`src/rtl/seat_allocator.sv`:
```
// Round-robin seat allocator in front of the seat-table RAM: claims one free seat per
// request, issues a single registered write to the table and services seat releases.
module seat_allocator #(
    parameter int NUM_SEATS = 32,
    parameter int SNO_W     = 32
) (
    input  logic             clk,
    input  logic             reset_n,
    input  logic             req_valid,
    output logic             req_ready,
    input  logic [SNO_W-1:0] req_student_no,
    input  logic             rel_valid,
    input  logic [4:0]       rel_seat_no,
    output logic             rel_err,
    output logic             write_mem1,
    output logic [SNO_W-1:0] Student_No_mem1,
    output logic [4:0]       Seat_No_mem1,
    output logic             assign_valid,
    output logic [4:0]       assign_seat_no,
    output logic             assign_full,
    output logic [5:0]       free_count
);

    localparam logic [5:0] LP_NUM_SEATS = 6'(NUM_SEATS);
    localparam logic [4:0] LP_LAST_SEAT = 5'(NUM_SEATS - 1);

    typedef enum logic [1:0] {
        ST_IDLE,
        ST_SEARCH,
        ST_WRITE,
        ST_DONE
    } state_t;

    state_t             r_state;
    state_t             w_state_nxt;

    // Full 32-bit bitmap; bits at or above NUM_SEATS are never set.
    logic [31:0]        r_occ;
    logic [31:0]        w_occ_nxt;
    logic [4:0]         r_ptr;
    logic [4:0]         w_ptr_nxt;
    logic [5:0]         r_free_count;
    logic [5:0]         w_free_nxt;

    logic               r_req_ready;
    logic               r_write_mem1;
    logic [SNO_W-1:0]   r_student_no;
    logic [4:0]         r_seat_no;
    logic               r_assign_valid;
    logic [4:0]         r_assign_seat;
    logic               r_assign_full;
    logic               r_rel_err;

    logic               w_accept;
    logic               w_probe_free;
    logic               w_claim;
    logic               w_rel_in_range;
    logic               w_rel_ok;
    logic [4:0]         w_ptr_inc;
    logic [4:0]         w_seat_inc;

    assign w_accept     = (r_state == ST_IDLE) && r_req_ready && req_valid;
    assign w_probe_free = !r_occ[r_ptr];
    assign w_ptr_inc    = (r_ptr == LP_LAST_SEAT) ? 5'd0 : r_ptr + 5'd1;
    assign w_seat_inc   = (r_seat_no == LP_LAST_SEAT) ? 5'd0 : r_seat_no + 5'd1;

    // NOTE: every signal driven here gets a default first, so no path leaves a latch.
    always_comb begin
        w_state_nxt = r_state;
        w_ptr_nxt   = r_ptr;
        w_claim     = 1'b0;
        case (r_state)
            ST_IDLE: begin
                if (w_accept) begin
                    if (r_free_count == 6'd0) begin
                        w_state_nxt = ST_DONE;
                    end else begin
                        w_state_nxt = ST_SEARCH;
                    end
                end
            end
            ST_SEARCH: begin
                if (w_probe_free) begin
                    w_state_nxt = ST_WRITE;
                end else begin
                    w_ptr_nxt = w_ptr_inc;
                end
            end
            ST_WRITE: begin
                w_claim     = 1'b1;
                w_ptr_nxt   = w_seat_inc;
                w_state_nxt = ST_DONE;
            end
            ST_DONE: begin
                w_state_nxt = ST_IDLE;
            end
            default: begin
                w_state_nxt = ST_IDLE;
            end
        endcase
    end

    // A release may not free the seat that is being claimed in this very cycle.
    always_comb begin
        w_rel_in_range = ({1'b0, rel_seat_no} < LP_NUM_SEATS);
        w_rel_ok       = rel_valid && w_rel_in_range && r_occ[rel_seat_no]
                         && !((r_state == ST_WRITE) && (rel_seat_no == r_seat_no));
        w_occ_nxt      = r_occ;
        if (w_claim) begin
            w_occ_nxt[r_seat_no] = 1'b1;
        end
        if (w_rel_ok) begin
            w_occ_nxt[rel_seat_no] = 1'b0;
        end
        w_free_nxt = r_free_count - {5'd0, w_claim} + {5'd0, w_rel_ok};
    end

    // NOTE: the occupancy bitmap is plain flops rather than a RAM, so it is reset
    // together with the rest of the state; sequential state uses non-blocking only.
    always_ff @(posedge clk or negedge reset_n) begin
        if (!reset_n) begin
            r_state        <= ST_IDLE;
            r_occ          <= '0;
            r_ptr          <= '0;
            r_free_count   <= LP_NUM_SEATS;
            r_req_ready    <= 1'b0;
            r_write_mem1   <= 1'b0;
            r_student_no   <= '0;
            r_seat_no      <= '0;
            r_assign_valid <= 1'b0;
            r_assign_seat  <= '0;
            r_assign_full  <= 1'b0;
            r_rel_err      <= 1'b0;
        end else begin
            r_state        <= w_state_nxt;
            r_occ          <= w_occ_nxt;
            r_ptr          <= w_ptr_nxt;
            r_free_count   <= w_free_nxt;
            r_req_ready    <= (w_state_nxt == ST_IDLE);
            r_write_mem1   <= (w_state_nxt == ST_WRITE);
            r_assign_valid <= (w_state_nxt == ST_DONE);
            r_assign_full  <= (w_state_nxt == ST_DONE) && (r_state == ST_IDLE);
            r_rel_err      <= rel_valid && !w_rel_ok;
            if (w_accept) begin
                r_student_no <= req_student_no;
            end
            // Seat address tracks the probe pointer, so it is stable a cycle before the strobe.
            if (w_state_nxt == ST_SEARCH) begin
                r_seat_no <= w_ptr_nxt;
            end
            if (w_state_nxt == ST_DONE) begin
                r_assign_seat <= (r_state == ST_IDLE) ? 5'd0 : r_seat_no;
            end
        end
    end

    assign req_ready       = r_req_ready;
    assign write_mem1      = r_write_mem1;
    assign Student_No_mem1 = r_student_no;
    assign Seat_No_mem1    = r_seat_no;
    assign assign_valid    = r_assign_valid;
    assign assign_seat_no  = r_assign_seat;
    assign assign_full     = r_assign_full;
    assign rel_err         = r_rel_err;
    assign free_count      = r_free_count;

endmodule

```
`config.mk`:
```
export PLATFORM = sky130hd
export DESIGN_NAME = seat_allocator
export DESIGN_NICKNAME = d
export VERILOG_FILES = /design/src/rtl/seat_allocator.sv
export SDC_FILE = /design/constraint.sdc
export NUM_CORES = 1
export LEC_CHECK = 0
export ABC_AREA = 1
export BUFFER_PORTS_ARGS = -buffer_cell sky130_fd_sc_hd__buf_2
export CELL_PAD_IN_SITES_DETAIL_PLACEMENT = 1
export CELL_PAD_IN_SITES_GLOBAL_PLACEMENT = 1
export CORE_MARGIN = 1.5
export CORE_UTILIZATION = 31
export DETAILED_ROUTE_END_ITERATION = 8
export GPL_TIMING_DRIVEN = 0
export PLACE_DENSITY = 0.69
export SETUP_SLACK_MARGIN = 0.05
export SLEW_MARGIN = 20
export SYNTH_ARGS = -nofsm -noshare
export SYNTH_HDL_FRONTEND = slang
export SYNTH_SLANG_ARGS = --single-unit
```
`constraint.sdc`:
```
create_clock -name clk -period 3 [get_ports clk]
set_clock_uncertainty 0.2 [all_clocks]
set_input_delay 0 -clock clk [delete_from_list [all_inputs] [get_ports clk]]
set_output_delay 0 -clock clk [all_outputs]
set_load 0.005 [all_outputs]
```
# Word-level counts from Yosys, hierarchy flattened
# Cells that the tools add are included.
# totals
regBits	92
elab_cells	67
inputBits	41
out_inout_bits	53
# classes
reduce_logical	14
addsub	4
eq_ne	9
n_bitwise	3
n_mux	20
n_lt_le_gt_ge	5
# op_table
operator	n
$mux 32	2
$and 32x32->32	1
$not 32->32	1
$or 32x32->32	1
$mux 5	4
$lt 5x6->1 const B	3
$add 5x1->5 const B	2
$bmux 1 s5	2
$demux 1 s5	2
$eq 5x5->1 const B	2
$ge 5x1->1 const B	2
$pmux 5 s2	1
$logic_and 1x1->1	9
$eq 2x2->1 const B	4
$pmux 2 s4	1
$add 6x1->6	1
$logic_not 6->1	1
$mux 2	3
$sub 6x1->6	1
$eq 5x5->1	1
$mux 1	5
$eq 2x1->1 const B	2
$logic_not 2->1	2
$logic_not 1->1	2

# Logic depth before layout (Yosys ltp)
# logic_depth
ltp_word	8
mapped_depth	19
ltp_nobuf	19

# Least setup slack after synthesis
# OpenSTA, ideal clock, no wires.
# synth_path
path_type	reg-to-reg
start	register r_state[0]
end	register r_free_count[4] (netlist: free_count[4])
setup_ns	0.080
path_slack_ns	0.160
stages_incl_launch_ff	16
required_time_ns	2.720
n_path_buf	1
synth_period_minus_slack_ns	2.840
arrival_ns	2.560
path_cell_list	dfrtp_1 -> inv_1 -> ha_1 -> clkbuf_1 -> o2111ai_1 -> nand2_1 -> clkinv_1 -> nand2_2 -> ha_1 -> inv_1 -> ha_1 -> fa_1 -> a21oi_1 -> nor2_1 -> nor2_1 -> xnor2_1
# synth_via
elab_chain_len	5
elab_cells_between_ends	7
cone_classes	add/sub: 2; eq/ne: 1; mux: 1; reduce/logical: 3
# synth_rtl
item	line	text
from (decl)	34	state_t r_state;
from (signal assigned)	135	r_state <= w_state_nxt;
$eq 2x2->1 (*)	72, 107	
branches (longest 3 deep; another with $sub 6x1->6)	n/a	
$add 6x1->6 (*)	115	w_free_nxt = r_free_count - {5'd0, w_claim} + {5'd0, w_rel_ok};
named net w_free_nxt[4]	43	logic [5:0] w_free_nxt;
to (signal assigned)	138	r_free_count <= w_free_nxt;
to (decl)	42	logic [5:0] r_free_count;
# Mark *: on every way through the listed nets, which the timed path passes.
# A chain may end at the register's enable or synchronous reset.

# Final worst setup path
# layout_path
start	register r_state[0]
end	register r_free_count[5] (netlist: free_count[5])
# Same word-level chain as after synthesis.

==> results.md <==
Run status:
- The flow ran to the end, but the final reports show violations.
- The final reports fail on negative hold slack.

Synth:
- The multiplexer share of the synthesized area is 7.306%.
- The fraction of the yosys area taken by sequential cells is 46.70%.
- The register bit count reported by yosys is 92.
- In the synthesized netlist the async set-or-reset flop fraction comes to 100.0%.
- Counting flops with a built-in enable in the synthesized netlist gives 0.
- The number of nets produced by synthesis is 614.
- The count of warnings emitted by yosys is 0.
- The fraction of synthesized cell area taken by the top area cell type is 46.17%.
- The post-synthesis share of cell area spent on and, or, nand and nor gates is 16.62%.
- The largest area contributor in the synthesized netlist is sky130_fd_sc_hd__dfrtp_1.
- The cell with the most instances after synthesis is sky130_fd_sc_hd__nand2_1.
- In this run, distinct cell masters in the synthesized netlist total 39.
- The synthesized netlist devotes 4.972% of its cell area to adder and majority cells.
- Synthesis handed over a netlist of 554 instances.
- For this run, the leading register cell type out of synthesis is sky130_fd_sc_hd__dfrtp_1.
- The average footprint of a synthesized cell is 8.903 µm².
- After synthesis, the largest family of logic cells by area is simple AND/OR/NAND/NOR gates.
- In the post-synthesis netlist, the biggest area contributors are sky130_fd_sc_hd__dfrtp_1 (46%), sky130_fd_sc_hd__nand2_1 (7.9%), sky130_fd_sc_hd__mux2_2 (7.3%), sky130_fd_sc_hd__inv_1 (5.6%), sky130_fd_sc_hd__ha_1 (4.6%).
- The synthesized cell area is 0.004932 mm².
- The synthesized netlist devotes 1.065% of its cell area to XOR and XNOR gates.
- Summing the areas of all compound-gate instances in the mapped netlist gives 15.80% of the synthesized area.
- By count the netlist is led by sky130_fd_sc_hd__nand2_1 (104), sky130_fd_sc_hd__dfrtp_1 (91), sky130_fd_sc_hd__inv_1 (74).

Clock tree:
- The number of sinks on the clock net is 92.
- The clock tree synthesis step divided the H-tree into 3 levels.
- Clock tree synthesis inserted a total of 9 buffers.
- The later-pin clock latency in the skew report is 0.35 ns.
- In this run the deepest clock path goes through 2 buffers.
- After clock tree synthesis, the clock-pin slew on the worst setup and hold paths is 0.07 ns.
- In this run the clock root is driven by a sky130_fd_sc_hd__clkbuf_16.
- TritonCTS built the clock tree.

Critical path:
- The worst endpoint required time is 3.07 ns.
- In this run the worst setup path begins at r_state[0].
- STA classifies the critical path startpoint as a register.
- The worst register-to-register path begins at r_state[0].
- In this run the worst path has a maximum fanout of 9.
- STA classifies the critical path endpoint as a register.
- The critical path is of the reg2reg type.
- For the worst setup path, the data arrival time is 2.82 ns.

Floorplanning:
- For this configuration, the core starts out at a cell density of 32.09%.
- For this design the top-level I/O count stands at 94.
- The height of the die is 129.1 µm.
- The floorplan step defined a core boundary enclosing 0.01537 mm².
- The floorplan step defined a die boundary enclosing 0.01668 mm².
- The row count is 45.
- The die boundary width is 129.1 µm.

Timing:
- The final max-slew violation count was 0.
- At the pin with the least slew margin, the transition time is 0.7115 ns.
- Timing would allow up to 0.3635 GHz.
- The period utilization is 91.70%.
- The worst-case headroom to the max-slew limit is 52.21%.
- The final period demand of the worst path is 2.751 ns.
- The post-route worst setup slack is 0.2491 ns.
- Setup repair after global routing left no endpoint under its margin.
- On the final layout, the worst hold slack is -0.01105 ns.
- The final hold violation count is 2.
- The number of setup violations in the final report is 0.

GRT:
- The pin count of the biggest net entering global routing is 79.
- The all-layer global routing usage is 21.99%.
- The first-pass GRT wire length is 28.00 mm.
- The total congestion overflow after global routing is 0.
- The met3 track demand over resource is 6.111%.
- The global-route track usage on met1 is 26.72%.
- The via count of the first global-routing pass is 5160.
- The initial antenna violation count is 0.
- The peak-usage layer in the global routing report is met2.
- The global routing met2 resource utilization is 37.92%.

Placement:
- The number of port buffers is 93.
- The final weighted congestion of routability-driven global placement is 0.8715.
- Counting tap cells, the placed design contains a total of 859 instances.
- The worst slack after detailed placement is -0.5830 ns.
- The wire-length estimate of the detail-placed layout is 11.51 mm.

Finish:
- The multi-input combinational cells in the finished layout cover a total of 0.002331 mm².
- The fraction of layout instances using a drive strength above 1 is 28.49%.
- The area taken by flip-flops and latches is 0.002308 mm².
- The net count of the finished layout is 771.
- The post-layout instance count excluding filler cells is 927.
- The number of filler instances in the final layout is 1836.
- The share of the core filled with cells in the final layout is 42.82%.
- The total inserted antenna cells is 0.
- Compared with the post-synthesis result, the final layout area differs by 33.43%.

Drt:
- The number of DRC violations after detailed-routing iteration 0 is 250.
- The detailed-route DRC error count is 0.
- Detailed routing inserted a total of 4675 vias.
- The count of nets left with antenna violations once routing finished came out at 0.
- The final wirelength is 17.28 mm.
- The via density per instance is 5.043.
- For this run, the detailed router's first-pass iteration total came to 5.
- After detailed routing, the average wire length per cell comes to 18.64 µm.

Power and ir drop:
- Dividing total power by cell area gives a power density of 1091 mW/mm².
- For this design the static power due to leakage is 3.254 nW.
- Across the VDD grid, the largest voltage drop is 474.2 µV.

Run:
- The tool flagged a number of max-cap violations equal to 0.

Min path:
- The type of the worst min-delay path is in2reg.
- The worst hold path begins at rel_seat_no[4].
## where the power goes
part           total [W]  internal, W  switching (W)
combinational    0.00371      0.00152        0.00220
sequential       0.00228      0.00185       0.000427
clock            0.00120     0.000696       0.000499
## critical path: stages (launching register included)
cell                        delay [ns]
sky130_fd_sc_hd__dfrtp_1          0.40
sky130_fd_sc_hd__inv_2            0.08
sky130_fd_sc_hd__ha_2             0.20
sky130_fd_sc_hd__buf_6            0.14
sky130_fd_sc_hd__o2111ai_2        0.17
sky130_fd_sc_hd__nand2_1          0.12
sky130_fd_sc_hd__clkinv_2         0.08
sky130_fd_sc_hd__nand2_4          0.09
sky130_fd_sc_hd__ha_1             0.14
sky130_fd_sc_hd__inv_1            0.07
sky130_fd_sc_hd__ha_2             0.18
sky130_fd_sc_hd__a21oi_2          0.12
sky130_fd_sc_hd__inv_1            0.08
sky130_fd_sc_hd__a31oi_4          0.17
sky130_fd_sc_hd__nor2_1           0.07
sky130_fd_sc_hd__o21ai_1          0.12
sky130_fd_sc_hd__nand2_1          0.07
sky130_fd_sc_hd__xnor2_1          0.17
## through the flow
step | power, W | cell area, µm² | setup TNS [ns]
after floorplan | 0.004423 | 4932 | 0
after global routing | 0.007779 | 6581 | 0
after global placement | 0.005454 | 5662 | -1.687
after CTS | 0.006952 | 6464 | 0
final | 0.007183 | 6581 | 0
after detailed placement | 0.005616 | 5695 | -1.787
## routing by layer
metal	routed length [µm]	part of all wire [%]	vias to the layer above
met5	0	0	-
met4	229	1.3	0
met3	1125	6.5	20
met2	8491	49	136
met1	7427	43	2326
li1	-	-	2193
## final cells by class
type | instances | share of cell area [%]
buffer | 17 | 1.407
multi-input combinational | 368 | 35.42
clock inverter | 3 | 0.7224
sequential | 92 | 35.08
tap | 211 | 4.011
clock buffer | 13 | 3.954
inverter | 77 | 4.411
timing repair buffer | 146 | 15.00
## registers in the layout (all words and copies together), names as in the netlist
signal           count
req_ready            1
free_count           6
r_occ               32
assign_full          1
assign_seat_no       5
Seat_No_mem1         5
Student_No_mem1     32
r_state              2
write_mem1           1
rel_err              1
assign_valid         1
r_ptr                5
## final timing paths
kind / slack (ns) / to / cells past startpoint
worst min-delay path: -0.01 / r_occ[8] / 3
min in group asynchronous: 0.53 / free_count[5] / 3
worst max register to register: 0.25 / free_count[5] / 17
worst max-delay path: 0.25 / free_count[5] / 17
max in group asynchronous: 1.03 / Student_No_mem1[5] / 4
worst min register to register: 0.29 / assign_seat_no[4] / 2
## cell families after synthesis
kind of cell	Yosys count
mux	32
fa+ha+maj	19
flops	92
compound gates	120
xor+xnor	6
buf+inv	94
simple gates	191
## timing repair
| item | 4_1_cts | 5_1_grt |
|---|---|---|
| hold endpoints to repair | 137 | 0 |
| hold buffers | 39 | 0 |
| pin swaps | 1 | 7 |
| resized for setup | 15 | 20 |
| setup endpoints to repair | 5 | 2 |
| buffers inserted | 4 | 9 |
## placed cells by master (no fill, tap or decap), types with 5 or more instances in the layout
cell type / Yosys / routed
sky130_fd_sc_hd__nand2_1: 104 / 104
sky130_fd_sc_hd__buf_2: 6 / 97
sky130_fd_sc_hd__dfrtp_1: 91 / 87
sky130_fd_sc_hd__inv_1: 74 / 68
sky130_fd_sc_hd__dlygate4sd3_1: 0 / 39
sky130_fd_sc_hd__nand3_1: 37 / 37
sky130_fd_sc_hd__a21oi_1: 36 / 33
sky130_fd_sc_hd__mux2_2: 32 / 32
sky130_fd_sc_hd__nor2_1: 31 / 28
sky130_fd_sc_hd__o21ai_0: 26 / 24
sky130_fd_sc_hd__a41oi_1: 24 / 24
sky130_fd_sc_hd__ha_1: 18 / 15
sky130_fd_sc_hd__buf_4: 1 / 14
sky130_fd_sc_hd__o22ai_1: 10 / 10
sky130_fd_sc_hd__nor3_1: 11 / 9
sky130_fd_sc_hd__clkbuf_1: 8 / 9
sky130_fd_sc_hd__clkbuf_16: 0 / 9
sky130_fd_sc_hd__inv_2: 2 / 8
sky130_fd_sc_hd__o21a_1: 7 / 7
sky130_fd_sc_hd__o21ai_2: 5 / 5
(Power assumes the default switching activity.)
